### config.mk
export PLATFORM = sky130hd
export DESIGN_NAME = seg7_scan_ctrl_flat
export DESIGN_NICKNAME = d
export VERILOG_FILES = /design/src/rtl/seg7_scan_ctrl_if.sv /design/src/rtl/seg7_scan_ctrl.sv /design/src/flat_wrapper.sv
export SDC_FILE = /design/constraint.sdc
export NUM_CORES = 1
export LEC_CHECK = 0
export ABC_AREA = 1
export BUFFER_PORTS_ARGS = -buffer_cell sky130_fd_sc_hd__buf_2
export CAP_MARGIN = 20
export CORE_MARGIN = 5
export CORE_UTILIZATION = 50
export CTS_CLUSTER_SIZE = 20
export DETAILED_ROUTE_END_ITERATION = 6
export GPL_TIMING_DRIVEN = 0
export PLACE_DENSITY = 0.73
export SETUP_SLACK_MARGIN = 0.4
export SYNTH_ARGS = -nofsm -noshare
export SYNTH_HDL_FRONTEND = slang
export SYNTH_SLANG_ARGS = --single-unit
### constraint.sdc
create_clock -name clk -period 2.6 [get_ports clk]
set_clock_uncertainty 0.2 [all_clocks]
set_input_delay 0.13 -clock clk [delete_from_list [all_inputs] [get_ports clk]]
set_output_delay 0.13 -clock clk [all_outputs]
set_load 0.05 [all_outputs]
### src/rtl/seg7_scan_ctrl_if.sv
// Bundle between BCD frame producer and the 7-segment scan controller.
// master: frame producer / display consumer side; slave: seg7_scan_ctrl.
interface seg7_scan_ctrl_if #(
  parameter int unsigned NUM_DIGITS = 4
);
  logic                    enable;
  logic                    load;
  logic [4*NUM_DIGITS-1:0] digits_in;
  logic [3:0]              bcd_out;
  logic [NUM_DIGITS-1:0]   an_out;
  logic                    frame_done;

  modport master (
    output enable,
    output load,
    output digits_in,
    input  bcd_out,
    input  an_out,
    input  frame_done
  );

  modport slave (
    input  enable,
    input  load,
    input  digits_in,
    output bcd_out,
    output an_out,
    output frame_done
  );
endinterface

### src/rtl/seg7_scan_ctrl.sv
// Time-multiplexed scan controller for common-anode 7-segment digits sharing one decoder.
// Optional leading-zero suppression: define SEG7_SCAN_LZ_SUPPRESS_EN.
module seg7_scan_ctrl #(
  parameter int unsigned NUM_DIGITS  = 4,
  parameter int unsigned REFRESH_DIV = 50000,
  parameter int unsigned GUARD       = 8,
  parameter int unsigned CNT_W       = 16
) (
  input logic             clk,
  input logic             rst_n,
  seg7_scan_ctrl_if.slave bus
);

  localparam int unsigned IdxW = (NUM_DIGITS > 1) ? $clog2(NUM_DIGITS) : 1;
  localparam logic [CNT_W-1:0] DriveLast = CNT_W'(REFRESH_DIV - 1);
  localparam logic [CNT_W-1:0] GuardLast = CNT_W'(GUARD - 1);
  localparam logic [IdxW-1:0]  IdxLast   = IdxW'(NUM_DIGITS - 1);

  typedef enum logic [1:0] {StIdle, StBlank, StDrive} state_e;

  state_e                  st_q;
  logic [CNT_W-1:0]        cnt_q;
  logic [IdxW-1:0]         idx_q;
  logic [IdxW-1:0]         idx_inc;
  logic [4*NUM_DIGITS-1:0] active_q, active_d;
  logic [4*NUM_DIGITS-1:0] pending_q, pending_d;
  logic                    pend_vld_q, pend_vld_d;
  logic [3:0]              bcd_q;
  logic [NUM_DIGITS-1:0]   an_q;
  logic                    frame_done_q;
  logic                    boundary;
  logic                    lz_hide;
  logic                    show;

  function automatic logic [3:0] digit_of(input logic [4*NUM_DIGITS-1:0] f,
                                          input logic [IdxW-1:0] i);
    logic [3:0] d;
    d = 4'h0;
    for (int k = 0; k < NUM_DIGITS; k++) begin
      if (i == IdxW'(k)) d = f[4*k +: 4];
    end
    return d;
  endfunction

  assign boundary = (st_q == StDrive) && (cnt_q == DriveLast) && (idx_q == IdxLast) &&
                    bus.enable;
  assign idx_inc  = (idx_q == IdxLast) ? '0 : idx_q + IdxW'(1);

  // Active frame only changes while idle or at the frame boundary, so a frame never tears.
  always_comb begin
    active_d   = active_q;
    pending_d  = pending_q;
    pend_vld_d = pend_vld_q;
    if (bus.load) begin
      if (st_q == StIdle || boundary) begin
        active_d   = bus.digits_in;
        pend_vld_d = 1'b0;
      end else begin
        pending_d  = bus.digits_in;
        pend_vld_d = 1'b1;
      end
    end else if (boundary && pend_vld_q) begin
      active_d   = pending_q;
      pend_vld_d = 1'b0;
    end
  end

`ifdef SEG7_SCAN_LZ_SUPPRESS_EN
  // lz_zero[k]: digit k and every digit above it are zero.
  logic [NUM_DIGITS-1:0] lz_zero;
  always_comb begin
    lz_zero = '0;
    lz_zero[NUM_DIGITS-1] = (active_q[4*NUM_DIGITS-1 -: 4] == 4'h0);
    for (int k = NUM_DIGITS - 2; k >= 0; k--) begin
      lz_zero[k] = lz_zero[k+1] && (active_q[4*k +: 4] == 4'h0);
    end
  end
  assign lz_hide = (idx_q != '0) && lz_zero[idx_q];
`else
  assign lz_hide = 1'b0;
`endif

  // bcd_q already holds active[idx] here, having settled during BLANK.
  assign show = (bcd_q <= 4'd9) && !lz_hide;

  always_ff @(posedge clk or negedge rst_n) begin
    if (!rst_n) begin
      st_q         <= StIdle;
      cnt_q        <= '0;
      idx_q        <= '0;
      active_q     <= '0;
      pending_q    <= '0;
      pend_vld_q   <= 1'b0;
      bcd_q        <= 4'h0;
      an_q         <= '1;
      frame_done_q <= 1'b0;
    end else begin
      active_q     <= active_d;
      pending_q    <= pending_d;
      pend_vld_q   <= pend_vld_d;
      frame_done_q <= 1'b0;
      if (!bus.enable) begin
        st_q  <= StIdle;
        cnt_q <= '0;
        idx_q <= '0;
        an_q  <= '1;
      end else begin
        unique case (st_q)
          StIdle: begin
            st_q  <= StBlank;
            cnt_q <= '0;
            idx_q <= '0;
            bcd_q <= digit_of(active_d, '0);
            an_q  <= '1;
          end
          StBlank: begin
            if (cnt_q == GuardLast) begin
              st_q  <= StDrive;
              cnt_q <= '0;
              an_q  <= show ? ~(NUM_DIGITS'(1) << idx_q) : '1;
            end else begin
              cnt_q <= cnt_q + CNT_W'(1);
            end
          end
          StDrive: begin
            if (cnt_q == DriveLast) begin
              st_q         <= StBlank;
              cnt_q        <= '0;
              idx_q        <= idx_inc;
              bcd_q        <= digit_of(active_d, idx_inc);
              an_q         <= '1;
              frame_done_q <= boundary;
            end else begin
              cnt_q <= cnt_q + CNT_W'(1);
            end
          end
          default: begin
            st_q  <= StIdle;
            cnt_q <= '0;
            idx_q <= '0;
            an_q  <= '1;
          end
        endcase
      end
    end
  end

  assign bus.bcd_out    = bcd_q;
  assign bus.an_out     = an_q;
  assign bus.frame_done = frame_done_q;

endmodule

### src/flat_wrapper.sv
// flat-port wrapper written by rule: the top's interface ports become plain ports
module seg7_scan_ctrl_flat 
#(
  parameter int unsigned NUM_DIGITS  = 4,
  parameter int unsigned REFRESH_DIV = 50000,
  parameter int unsigned GUARD       = 8,
  parameter int unsigned CNT_W       = 16
)
  (clk, rst_n, bus_enable, bus_load, bus_digits_in, bus_bcd_out, bus_an_out, bus_frame_done);
  seg7_scan_ctrl_if #(.NUM_DIGITS(NUM_DIGITS)) bus_i ();
  input logic clk;
  input logic rst_n;
  input wire logic [$bits(bus_i.enable)-1:0] bus_enable;
  input wire logic [$bits(bus_i.load)-1:0] bus_load;
  input wire logic [$bits(bus_i.digits_in)-1:0] bus_digits_in;
  output wire logic [$bits(bus_i.bcd_out)-1:0] bus_bcd_out;
  output wire logic [$bits(bus_i.an_out)-1:0] bus_an_out;
  output wire logic [$bits(bus_i.frame_done)-1:0] bus_frame_done;
  assign bus_i.enable = bus_enable;
  assign bus_i.load = bus_load;
  assign bus_i.digits_in = bus_digits_in;
  assign bus_bcd_out = bus_i.bcd_out;
  assign bus_an_out = bus_i.an_out;
  assign bus_frame_done = bus_i.frame_done;
  seg7_scan_ctrl #(.NUM_DIGITS(NUM_DIGITS), .REFRESH_DIV(REFRESH_DIV), .GUARD(GUARD), .CNT_W(CNT_W)) u_core (.clk(clk), .rst_n(rst_n), .bus(bus_i));
endmodule
==> impl_metrics.env, run 1 <==
export IMPL_outcome="complete, no violations"
export IMPL_grtUsageMet2_pct=32.8
export IMPL_synth_seq_cells=62
export IMPL_areaGrowthSynthToFinish_pct=26.5
export IMPL_syn_inst=446
export IMPL_grt_util_met3_pct=4.34
export IMPL_synth_area_sq_um=3610
export IMPL_period_minus_slack_ps=2140
export IMPL_via_per_inst=5.30
export IMPL_crit_arrival_ps=2180
export IMPL_power_leakage_nw=2.13
export IMPL_r2r_end="u_core.bus.bcd_out[3]$_DFFE_PN0P_"
export IMPL_cp_max_fo=5
export IMPL_antenna_cells=0
export IMPL_crit_chain="inv_2, ha_4, nand2_4, nor2_4, buf_6, nand4_4, buf_6, nand2_1, nand3_2, nand3_2, nand2_1, nand2_1, nand2_1, nand2_1, a21oi_1"
export IMPL_grt_pass1_vias=3160
export IMPL_cts_clk_slew_worst_paths_ps=70
export IMPL_r2r_cells=15
export IMPL_critPathKind="reg -> reg"
export IMPL_postRouteAntennaNets=0
export IMPL_setup_violations=0
export IMPL_rsz0062_at_grt="true"
export IMPL_clk_insertion_delay_late_ps=340
export IMPL_grt_use_met1_pct=25.9
export IMPL_die_area_sq_um=9030
export IMPL_die_y_microns=95.0
export IMPL_worst_pin_slew_ps=804
export IMPL_crit_path_end_kind="flop"
export IMPL_tns_ps=0
export IMPL_vdd_drop_max_v=0.000489
export IMPL_place_gp_congestion=0.884
export IMPL_critPathBufInv=3
export IMPL_drc=0
export IMPL_startpoint="u_core.st_q[0]$_DFFE_PN0P_"
export IMPL_core_area_sq_um=7140
export IMPL_cp_common_cell="nand2_1"
export IMPL_regToRegSetupSlack_ps=460
export IMPL_fp_row_count=31
export IMPL_required_ps=2630
export IMPL_grt_pass1_wl_microns=14200
export IMPL_hold_violations=0
export IMPL_gr_total_overflow=0
export IMPL_final_cell_mix="nand2_1, inv_1, dfrtp_1"
export IMPL_synth_seq_area_share_pct=43.1
export IMPL_portBuffers=28
export IMPL_finalNonFillerCells=620
export IMPL_relSlewSlack_pct=46.4
export IMPL_dp_cells=573
export IMPL_start_kind="flop"
export IMPL_cts_buffers=9
export IMPL_wirelength_microns=9090
export IMPL_grt_antenna_before_repair=0
export IMPL_firstDrtPassIters=4
export IMPL_initial_core_util_pct=50.6
export IMPL_max_freq_ghz=0.467
export IMPL_synth_avg_cell_area_sq_um=8.10
export IMPL_top_usage_layer="met2"
export IMPL_io_pins=29
export IMPL_cts_sinks=62
export IMPL_syn_nets=479
export IMPL_fin_nets=549
export IMPL_cpLargestDelayFamily="simple AND/OR/NAND/NOR gates"
export IMPL_first_iter_violations=243
export IMPL_cts_tree="done"
export IMPL_synth_distinct_cells=39
export IMPL_grtUsageTotal_pct=20.2
export IMPL_cts_max_path_buffers=2
export IMPL_wl_per_cell_microns=14.7
export IMPL_power_density_nw_per_um2=872
export IMPL_num_vias=3286
export IMPL_final_common_cell="nand2_1"
export IMPL_hold_class="in -> async"
export IMPL_timing_final_max_slew_violations=0
export IMPL_grt_max_degree=63
export IMPL_maxCapViolCount=0
export IMPL_critical_path_slowest_cell="dfrtp_1"
export IMPL_fp_dieW_microns=95.0
export IMPL_dp_hpwl_microns=5820
export IMPL_ys_warn_count=0
export IMPL_drive_above_1_share_pct=29.6
export IMPL_timing_rr_start="u_core.st_q[0]$_DFFE_PN0P_"
export IMPL_clock_root_buffer="clkbuf_8"
export IMPL_period_share_pct=82.4
export IMPL_slowest_delay_ps=390
export IMPL_h_tree_depth=3
## where the power goes
group | switching (mW) | total [mW] | internal (mW) | leakage [nW]
clock network | 0.396 | 0.762 | 0.366 | 0.0841
logic | 1.10 | 1.77 | 0.672 | 1.29
registers | 0.181 | 1.46 | 1.28 | 0.756
## repair_timing
item                                    4_1_cts  5_1_grt
gates cloned                                  0        1
gates resized for setup                       7       61
endpoints found under the setup margin       24       25
pin swaps                                     0       22
buffers inserted                              2        9
endpoints found under the hold margin        93        0
hold buffers                                 19        0
## through the flow
| stage | power, mW | cell area [sq um] | setup slack, ps | hold slack (ps) | utilization (%) |
|---|---|---|---|---|---|
| floorplan | 2.60 | 3610 | 569 | -366 | - |
| global placement | 2.94 | 3880 | 326 | 180 | 54.3 |
| detailed placement | 2.99 | 3880 | 283 | 74.5 | 54.4 |
| CTS | 3.82 | 4280 | 390 | 235 | 60.0 |
| global route | 4.27 | 4570 | 310 | 284 | 64.1 |
| finish | 3.99 | 4570 | 457 | 205 | 64.1 |
## Yosys cell counts
cell type | n | area share, %
buf_4 | 2 | 0.42
clkinv_1 | 1 | 0.10
nor3_1 | 8 | 1.1
clkbuf_1 | 2 | 0.21
xnor2_1 | 2 | 0.48
inv_2 | 5 | 0.52
nor4_1 | 1 | 0.17
a21oi_2 | 3 | 0.73
o21ai_0 | 19 | 2.6
nor3_2 | 4 | 1.1
nor2_1 | 31 | 3.2
inv_1 | 58 | 6.0
nand2_2 | 2 | 0.35
dfstp_2 | 4 | 2.9
dfrtp_1 | 58 | 40
o31ai_1 | 1 | 0.21
nand2_1 | 90 | 9.3
o21a_1 | 4 | 0.83
nand3_1 | 58 | 8.0
nand3_2 | 2 | 0.55
o211ai_1 | 4 | 0.83
nand3_4 | 1 | 0.48
buf_6 | 4 | 1.2
nor2_2 | 10 | 1.7
a31oi_1 | 1 | 0.17
ha_1 | 13 | 4.5
mux2_2 | 12 | 3.7
xor2_1 | 2 | 0.48
and2_1 | 8 | 1.4
a21oi_1 | 8 | 1.1
buf_1 | 2 | 0.21
nand2_4 | 1 | 0.31
nand4_4 | 1 | 0.59
buf_2 | 5 | 0.69
o22ai_1 | 1 | 0.17
nor4_2 | 1 | 0.35
nand4_1 | 15 | 2.6
o21ai_1 | 1 | 0.14
or2_2 | 1 | 0.17
## layout make-up
cell class,count,area [sq um]
Clock inverter,6,37.5
Sequential cell,62,1560
Multi-Input combinational cell,305,1930
Inverter,64,240
Fill cell,633,2560
Tap cell,99,124
Timing Repair Buffer,59,430
Buffer,15,113
Clock buffer,10,138
## per-layer routing
layer / part of all wire [%] / wire (microns) / up-vias
met5: 0 / 0 / -
met4: 2.3 / 206 / 0
met3: 4.1 / 375 / 18
met1: 43 / 3870 / 1578
li1: - / - / 1590
met2: 51 / 4640 / 100
## worst max-delay path by stage
stage	end	slack, ps	cells past startpoint
global placement	u_core.bus.bcd_out[1]$_DFFE_PN0P_	330	15
global route	u_core.bus.bcd_out[3]$_DFFE_PN0P_	310	15
finish	u_core.bus.bcd_out[3]$_DFFE_PN0P_	460	15
CTS	u_core.bus.bcd_out[0]$_DFFE_PN0P_	390	13
detailed placement	u_core.bus.bcd_out[1]$_DFFE_PN0P_	280	11
floorplan	u_core.bus.bcd_out[2]$_DFFE_PN0P_	570	15
## flip-flops by register name, summed over array words and instances, names as in the netlist
signal / cells
u_core.bus.bcd_out: 4
u_core.cnt_q: 16
u_core.active_q: 16
u_core.pending_q: 16
u_core.idx_q: 2
u_core.pend_vld_q: 1
u_core.bus.frame_done: 1
u_core.st_q: 2
u_core.bus.an_out: 4
## logic make-up after synthesis
kind of cell,Yosys count,share of synthesized area (%)
muxes,12,3.74
DFF,62,43.1
xor gates and xnor gates,4,0.969
adders and majority gates,13,4.50
AOI/OAI and AO/OA,42,6.82
buffers and inverters,79,9.41
and+or+nand+nor,234,31.5
Note: power is estimated with default switching activity, not from simulation.
==> run 2, diff against run 1 <==
Settings changed: PLACE_DENSITY 0.73 to 0.76.
Clock period 2.6 ns to 1.76 ns, I/O delays scaled along.
==> impl_metrics.env, run 2 (synthesis gave the netlist of run 1 again) <==
export IMPL_via_per_inst=6.03
export IMPL_final_common_cell="nand2_1"
export IMPL_slowest_delay_ps=350
export IMPL_reg_top3="u_core.active_q: 16 flops, u_core.cnt_q: 16 flops, u_core.pending_q: 16 flops"
export IMPL_die_area_sq_um=9030
export IMPL_power_density_nw_per_um2=1340
export IMPL_gr_total_overflow=0
export IMPL_antenna_cells=0
export IMPL_fp_dieW_microns=95.0
export IMPL_grt_pass1_wl_microns=18000
export IMPL_cp_max_fo=3
export IMPL_crit_arrival_ps=2460
export IMPL_outcome="complete, but fails checks"
export IMPL_wl_per_cell_microns=20.0
export IMPL_rsz0062_at_grt="true"
export IMPL_cts_sinks=62
export IMPL_dp_hpwl_microns=6080
export IMPL_nFillCells=414
export IMPL_crit_chain="buf_4, nand2_1, nor2_1, nand3_1, nor2_2, buf_4, buf_6, nand4_1, nand3_1, nand3_1, nand2_1, nand2_1, nand2_1, nand2_2, a21oi_2"
export IMPL_setup_violations=62
export IMPL_power_leakage_nw=2.67
export IMPL_relSlewSlack_pct=45.4
export IMPL_maxCapViolCount=0
export IMPL_required_ps=1840
export IMPL_grt_max_degree=63
export IMPL_crit_path_end_kind="flop"
export IMPL_timing_final_max_slew_violations=0
export IMPL_cts_buffers=9
export IMPL_finalNonFillerCells=667
export IMPL_violations="negative setup slack"
export IMPL_core_area_sq_um=7140
export IMPL_clk_insertion_delay_late_ps=360
export IMPL_multi_input_area_sq_um=2220
export IMPL_fin_nets=596
export IMPL_postRouteAntennaNets=0
export IMPL_period_minus_slack_ps=2380
export IMPL_cp_common_cell="nand2_1"
export IMPL_final_cell_mix="nand2_1, dfrtp_1, inv_1"
export IMPL_grtUsageTotal_pct=26.0
export IMPL_areaGrowthSynthToFinish_pct=51.1
export IMPL_wirelength_microns=13400
export IMPL_cts_max_path_buffers=2
export IMPL_initial_core_util_pct=50.6
export IMPL_io_pins=29
export IMPL_period_share_pct=135
export IMPL_max_freq_ghz=0.421
export IMPL_first_iter_violations=581
export IMPL_h_tree_depth=3
export IMPL_dp_cells=573
export IMPL_critPathKind="reg -> reg"
export IMPL_cts_clk_slew_worst_paths_ps=70
export IMPL_critPathBufInv=3
export IMPL_clock_root_buffer="clkbuf_8"
export IMPL_drc=0
export IMPL_place_gp_congestion=0.899
export IMPL_tns_ps=-21730
export IMPL_die_y_microns=95.0
export IMPL_hold_class="in -> reg"
export IMPL_ff_latch_area_sq_um=1560
export IMPL_vdd_drop_max_v=0.00104
export IMPL_cpLargestDelayFamily="simple AND/OR/NAND/NOR gates"
export IMPL_firstDrtPassIters=5
export IMPL_hold_violations=0
export IMPL_num_vias=4022
export IMPL_worst_pin_slew_ps=819
export IMPL_grt_antenna_before_repair=0
export IMPL_fp_row_count=31
export IMPL_worst_slack_ps=-616
export IMPL_drive_above_1_share_pct=44.4
export IMPL_critical_path_slowest_cell="dfrtp_1"
export IMPL_start_kind="flop"
export IMPL_portBuffers=28
export IMPL_grt_pass1_vias=3731
export IMPL_cts_tree="done"
-- run 2: changes by cell type in the layout (fill, tap and decap cells not counted), moves of 7 or more --
cell | before | now
nand2_2 | 8 | 20
nor3_1 | 8 | 0
o21ai_0 | 13 | 5
nand3_2 | 20 | 13
and2_4 | 0 | 7
and2_1 | 8 | 1
nor2_1 | 29 | 21
mux2_4 | 0 | 12
buf_6 | 7 | 29
inv_1 | 55 | 47
buf_4 | 15 | 34
nand2_1 | 83 | 66
mux2_2 | 12 | 0
-- run 2: final timing paths --
| path | from | endpoint | slack [ps] | depth (start not counted) |
|---|---|---|---|---|
| worst max-delay path | u_core.cnt_q[15]$_DFF_PN0_ | u_core.bus.bcd_out[3]$_DFFE_PN0P_ | -620 | 15 |
| max in group asynchronous | rst_n | u_core.cnt_q[5]$_DFF_PN0_ | 620 | 2 |
| worst max register to register | u_core.cnt_q[15]$_DFF_PN0_ | u_core.bus.bcd_out[3]$_DFFE_PN0P_ | -620 | 15 |
| worst min register to register | u_core.pending_q[12]$_DFFE_PN0P_ | u_core.pending_q[12]$_DFFE_PN0P_ | 310 | 2 |
| worst min-delay path | bus_enable | u_core.st_q[0]$_DFFE_PN0P_ | 50 | 3 |
| min in group asynchronous | rst_n | u_core.cnt_q[12]$_DFF_PN0_ | 170 | 2 |
-- run 2: layout make-up --
class                      instances  area share (%)
sequential                        62            28.6
tap                               99            2.27
buffer                            15            2.52
multi-input combinational        305            40.7
inverter                          64            4.54
clock inverter                     4           0.825
timing repair buffer             106            17.6
clock buffer                      12            2.84
-- run 2: timing repair --
| item | CTS | global route |
|---|---|---|
| pin swaps | 30 | 39 |
| hold buffers | 20 | 0 |
| setup buffers | 35 | 18 |
| hold endpoints to repair | 92 | 0 |
| endpoints found under the setup margin | 66 | 66 |
| cloned | 4 | 1 |
| gates resized for setup | 122 | 69 |
-- run 2: worst register-to-register path: stages, from the launching register on --
cell and delay [ps]:
dfrtp_1 350, buf_4 120, nand2_1 100, nor2_1 180, nand3_1 120, nor2_2 180, buf_4 150, buf_6 90
nand4_1 80, nand3_1 160, nand3_1 90, nand2_1 100, nand2_1 70, nand2_1 80, nand2_2 80, a21oi_2 140
-- run 2: stage by stage --
| stage | util (%) | instance area, sq um | worst slack (ps) | hold WS (ps) | power, mW |
|---|---|---|---|---|---|
| finish | 76.5 | 5460 | -616 | 48.9 | 7.34 |
| global route | 76.5 | 5460 | -698 | 74.2 | 7.61 |
| CTS | 71.0 | 5060 | -390 | 13.7 | 6.56 |
| detailed placement | 55.0 | 3920 | -595 | 29.7 | 4.50 |
| global placement | 54.9 | 3920 | -549 | 137 | 4.39 |
| floorplan | - | 3660 | -231 | -408 | 3.91 |
-- run 2: report_power, final --
| group | leakage [nW] | internal (mW) | switching (mW) | total, mW |
|---|---|---|---|---|
| Combinational | 1.80 | 1.62 | 2.15 | 3.77 |
| Clock | 0.106 | 0.725 | 0.608 | 1.33 |
| Sequential | 0.755 | 1.89 | 0.346 | 2.23 |
-- run 2: layer usage --
metal  share of wire, %  global-route usage (%)  wire, microns  vias up
met5                  0                       0              0        -
met4                6.0                    11.8            799        0
met3                9.7                    5.37           1290      100
met2                 48                    42.5           6350      314
met1                 37                    33.3           4910     1921
li1                   -                       -              -     1687
==> run 3, diff against run 2 <==
Settings changed: GPL_TIMING_DRIVEN 0 to default.
==> impl_metrics.env, run 3 (synthesis gave the netlist of run 1 again) <==
export IMPL_required_ps=1840
export IMPL_power_density_nw_per_um2=1280
export IMPL_cts_max_path_buffers=2
export IMPL_postRouteAntennaNets=0
export IMPL_cts_clk_slew_worst_paths_ps=70
export IMPL_initial_core_util_pct=50.6
export IMPL_first_iter_violations=643
export IMPL_r2r_end="u_core.bus.bcd_out[1]$_DFFE_PN0P_"
export IMPL_grt_antenna_before_repair=0
export IMPL_startpoint="u_core.cnt_q[3]$_DFF_PN0_"
export IMPL_grt_use_met1_pct=33.3
export IMPL_gr_total_overflow=0
export IMPL_grtUsageMet2_pct=49.7
export IMPL_top_usage_layer="met2"
export IMPL_h_tree_depth=3
export IMPL_hold_class="in -> reg"
export IMPL_wirelength_microns=14600
export IMPL_vdd_drop_max_v=0.00116
export IMPL_drive_above_1_share_pct=49.2
export IMPL_portBuffers=28
export IMPL_cts_buffers=9
export IMPL_die_y_microns=95.0
export IMPL_worst_pin_slew_ps=480
export IMPL_max_freq_ghz=0.407
export IMPL_grt_max_degree=63
export IMPL_power_mw=7.37
export IMPL_fin_nets=627
export IMPL_areaGrowthSynthToFinish_pct=58.9
export IMPL_cts_tree="done"
export IMPL_reg_top3="u_core.active_q: 16 flops, u_core.cnt_q: 16 flops, u_core.pending_q: 16 flops"
export IMPL_firstDrtPassIters=7
export IMPL_clock_root_buffer="clkbuf_8"
export IMPL_relSlewSlack_pct=67.9
export IMPL_via_per_inst=6.21
export IMPL_grt_pass1_vias=4202
export IMPL_rsz0062_at_grt="true"
export IMPL_nFillCells=377
export IMPL_drc=0
export IMPL_final_common_cell="buf_4"
export IMPL_setup_violations=61
export IMPL_violations="negative setup slack"
export IMPL_die_area_sq_um=9030
export IMPL_fp_row_count=31
export IMPL_final_cell_mix="buf_4, nand2_1, dfrtp_1"
export IMPL_maxCapViolCount=0
export IMPL_hold_violations=0
export IMPL_cp_max_fo=5
export IMPL_timing_rr_start="u_core.cnt_q[3]$_DFF_PN0_"
export IMPL_critPathKind="reg -> reg"
export IMPL_outcome="complete, but fails checks"
export IMPL_grt_pass1_wl_microns=20000
export IMPL_dp_hpwl_microns=6740
export IMPL_worst_slack_ps=-699
export IMPL_io_pins=29
export IMPL_regToRegSetupSlack_ps=-700
export IMPL_core_area_sq_um=7140
export IMPL_timing_final_max_slew_violations=0
export IMPL_crit_arrival_ps=2540
export IMPL_grtUsageTotal_pct=29.1
export IMPL_fp_dieW_microns=95.0
export IMPL_crit_path_end_kind="flop"
export IMPL_power_leakage_nw=2.75
export IMPL_post_place_ws_ps=-422
export IMPL_grt_util_met3_pct=6.00
export IMPL_antenna_cells=0
export IMPL_period_minus_slack_ps=2460
export IMPL_r2r_cells=14
export IMPL_start_kind="flop"
export IMPL_clk_insertion_delay_late_ps=350
export IMPL_num_vias=4332
export IMPL_period_share_pct=140
export IMPL_wl_per_cell_microns=21.0
export IMPL_place_gp_congestion=0.912
export IMPL_cp_endpoint="u_core.bus.bcd_out[1]$_DFFE_PN0P_"
export IMPL_cts_sinks=62
## run 3: cell count changes in the layout (fill, tap and decap cells not counted), moves of 4 or more
cell | before | now
nor2_1 | 21 | 16
buf_4 | 34 | 76
nand3_2 | 13 | 22
buf_12 | 2 | 6
nand2_1 | 66 | 70
nand3_1 | 43 | 34
buf_6 | 29 | 23
nand2_2 | 20 | 15
mux2_4 | 12 | 0
mux2_2 | 0 | 12
## run 3: what timing repair did
action | 4_1_cts | 5_1_grt
pin swaps | 36 | 42
setup buffers | 16 | 13
gates resized for setup | 106 | 73
gates cloned | 2 | 0
endpoints found under the setup margin | 66 | 65
hold buffers | 18 | 0
endpoints found under the hold margin | 93 | 0
## run 3: stage by stage
step	util, %	hold slack [ps]	instance area (sq um)	setup TNS [ps]	std cells
detailed placement	61.9	-70.1	4420	-10650	633
global route	80.5	18.9	5740	-27350	698
floorplan	-	-408	3660	-2980	446
global placement	61.9	-74.6	4420	-7460	633
finish	80.5	22.8	5740	-24210	698
CTS	74.9	4.17	5340	-13220	685
## run 3: critical path, stage by stage, from the launching register on
cell and delay (ps):
dfrtp_1 490, inv_1 160, nor2_4 140, nand3_2 100, nor2_4 170, buf_6 130
buf_6 120, nand4_1 150, nand3_2 160, nand3_2 90, nand2_1 100, nand2_1 80
nand2_1 80, nand2_1 100, a21oi_2 120
## run 3: routing by layer
metal  wire length, microns  part of all wire, %
met1                   5320                   36
met2                   6710                   46
met3                   1350                  9.2
met4                   1270                  8.7
met5                      0                    0
## run 3: area by class of cell
type | count | area (sq um) | area share, %
multi-input cells | 306 | 2300 | 40.1
flip-flops and latches | 62 | 1560 | 27.1
repair buffers | 151 | 1320 | 23.0
inverters | 64 | 249 | 4.33
clock buffers | 13 | 169 | 2.94
well taps | 99 | 124 | 2.16
clock inverters | 3 | 17.5 | 0.305
## run 3: worst min path at each step
| stage | from | to | slack, ps | cells past startpoint |
|---|---|---|---|---|
| after global placement | rst_n | u_core.idx_q[1]$_DFFE_PN0P_ | -70 | 2 |
| after floorplan | rst_n | u_core.active_q[0]$_DFF_PN0_ | -410 | 0 |
| after global routing | bus_load | u_core.pend_vld_q$_DFFE_PN0P_ | 20 | 3 |
| after detailed placement | rst_n | u_core.st_q[1]$_DFFE_PN0P_ | -70 | 2 |
| final | bus_load | u_core.pend_vld_q$_DFFE_PN0P_ | 20 | 3 |
| after CTS | bus_load | u_core.pend_vld_q$_DFFE_PN0P_ | 4 | 3 |
## run 3: power by group
group	switching, mW	internal [mW]	total, mW
Sequential	0.399	1.89	2.29
Combinational	2.24	1.62	3.86
Clock	0.605	0.623	1.23
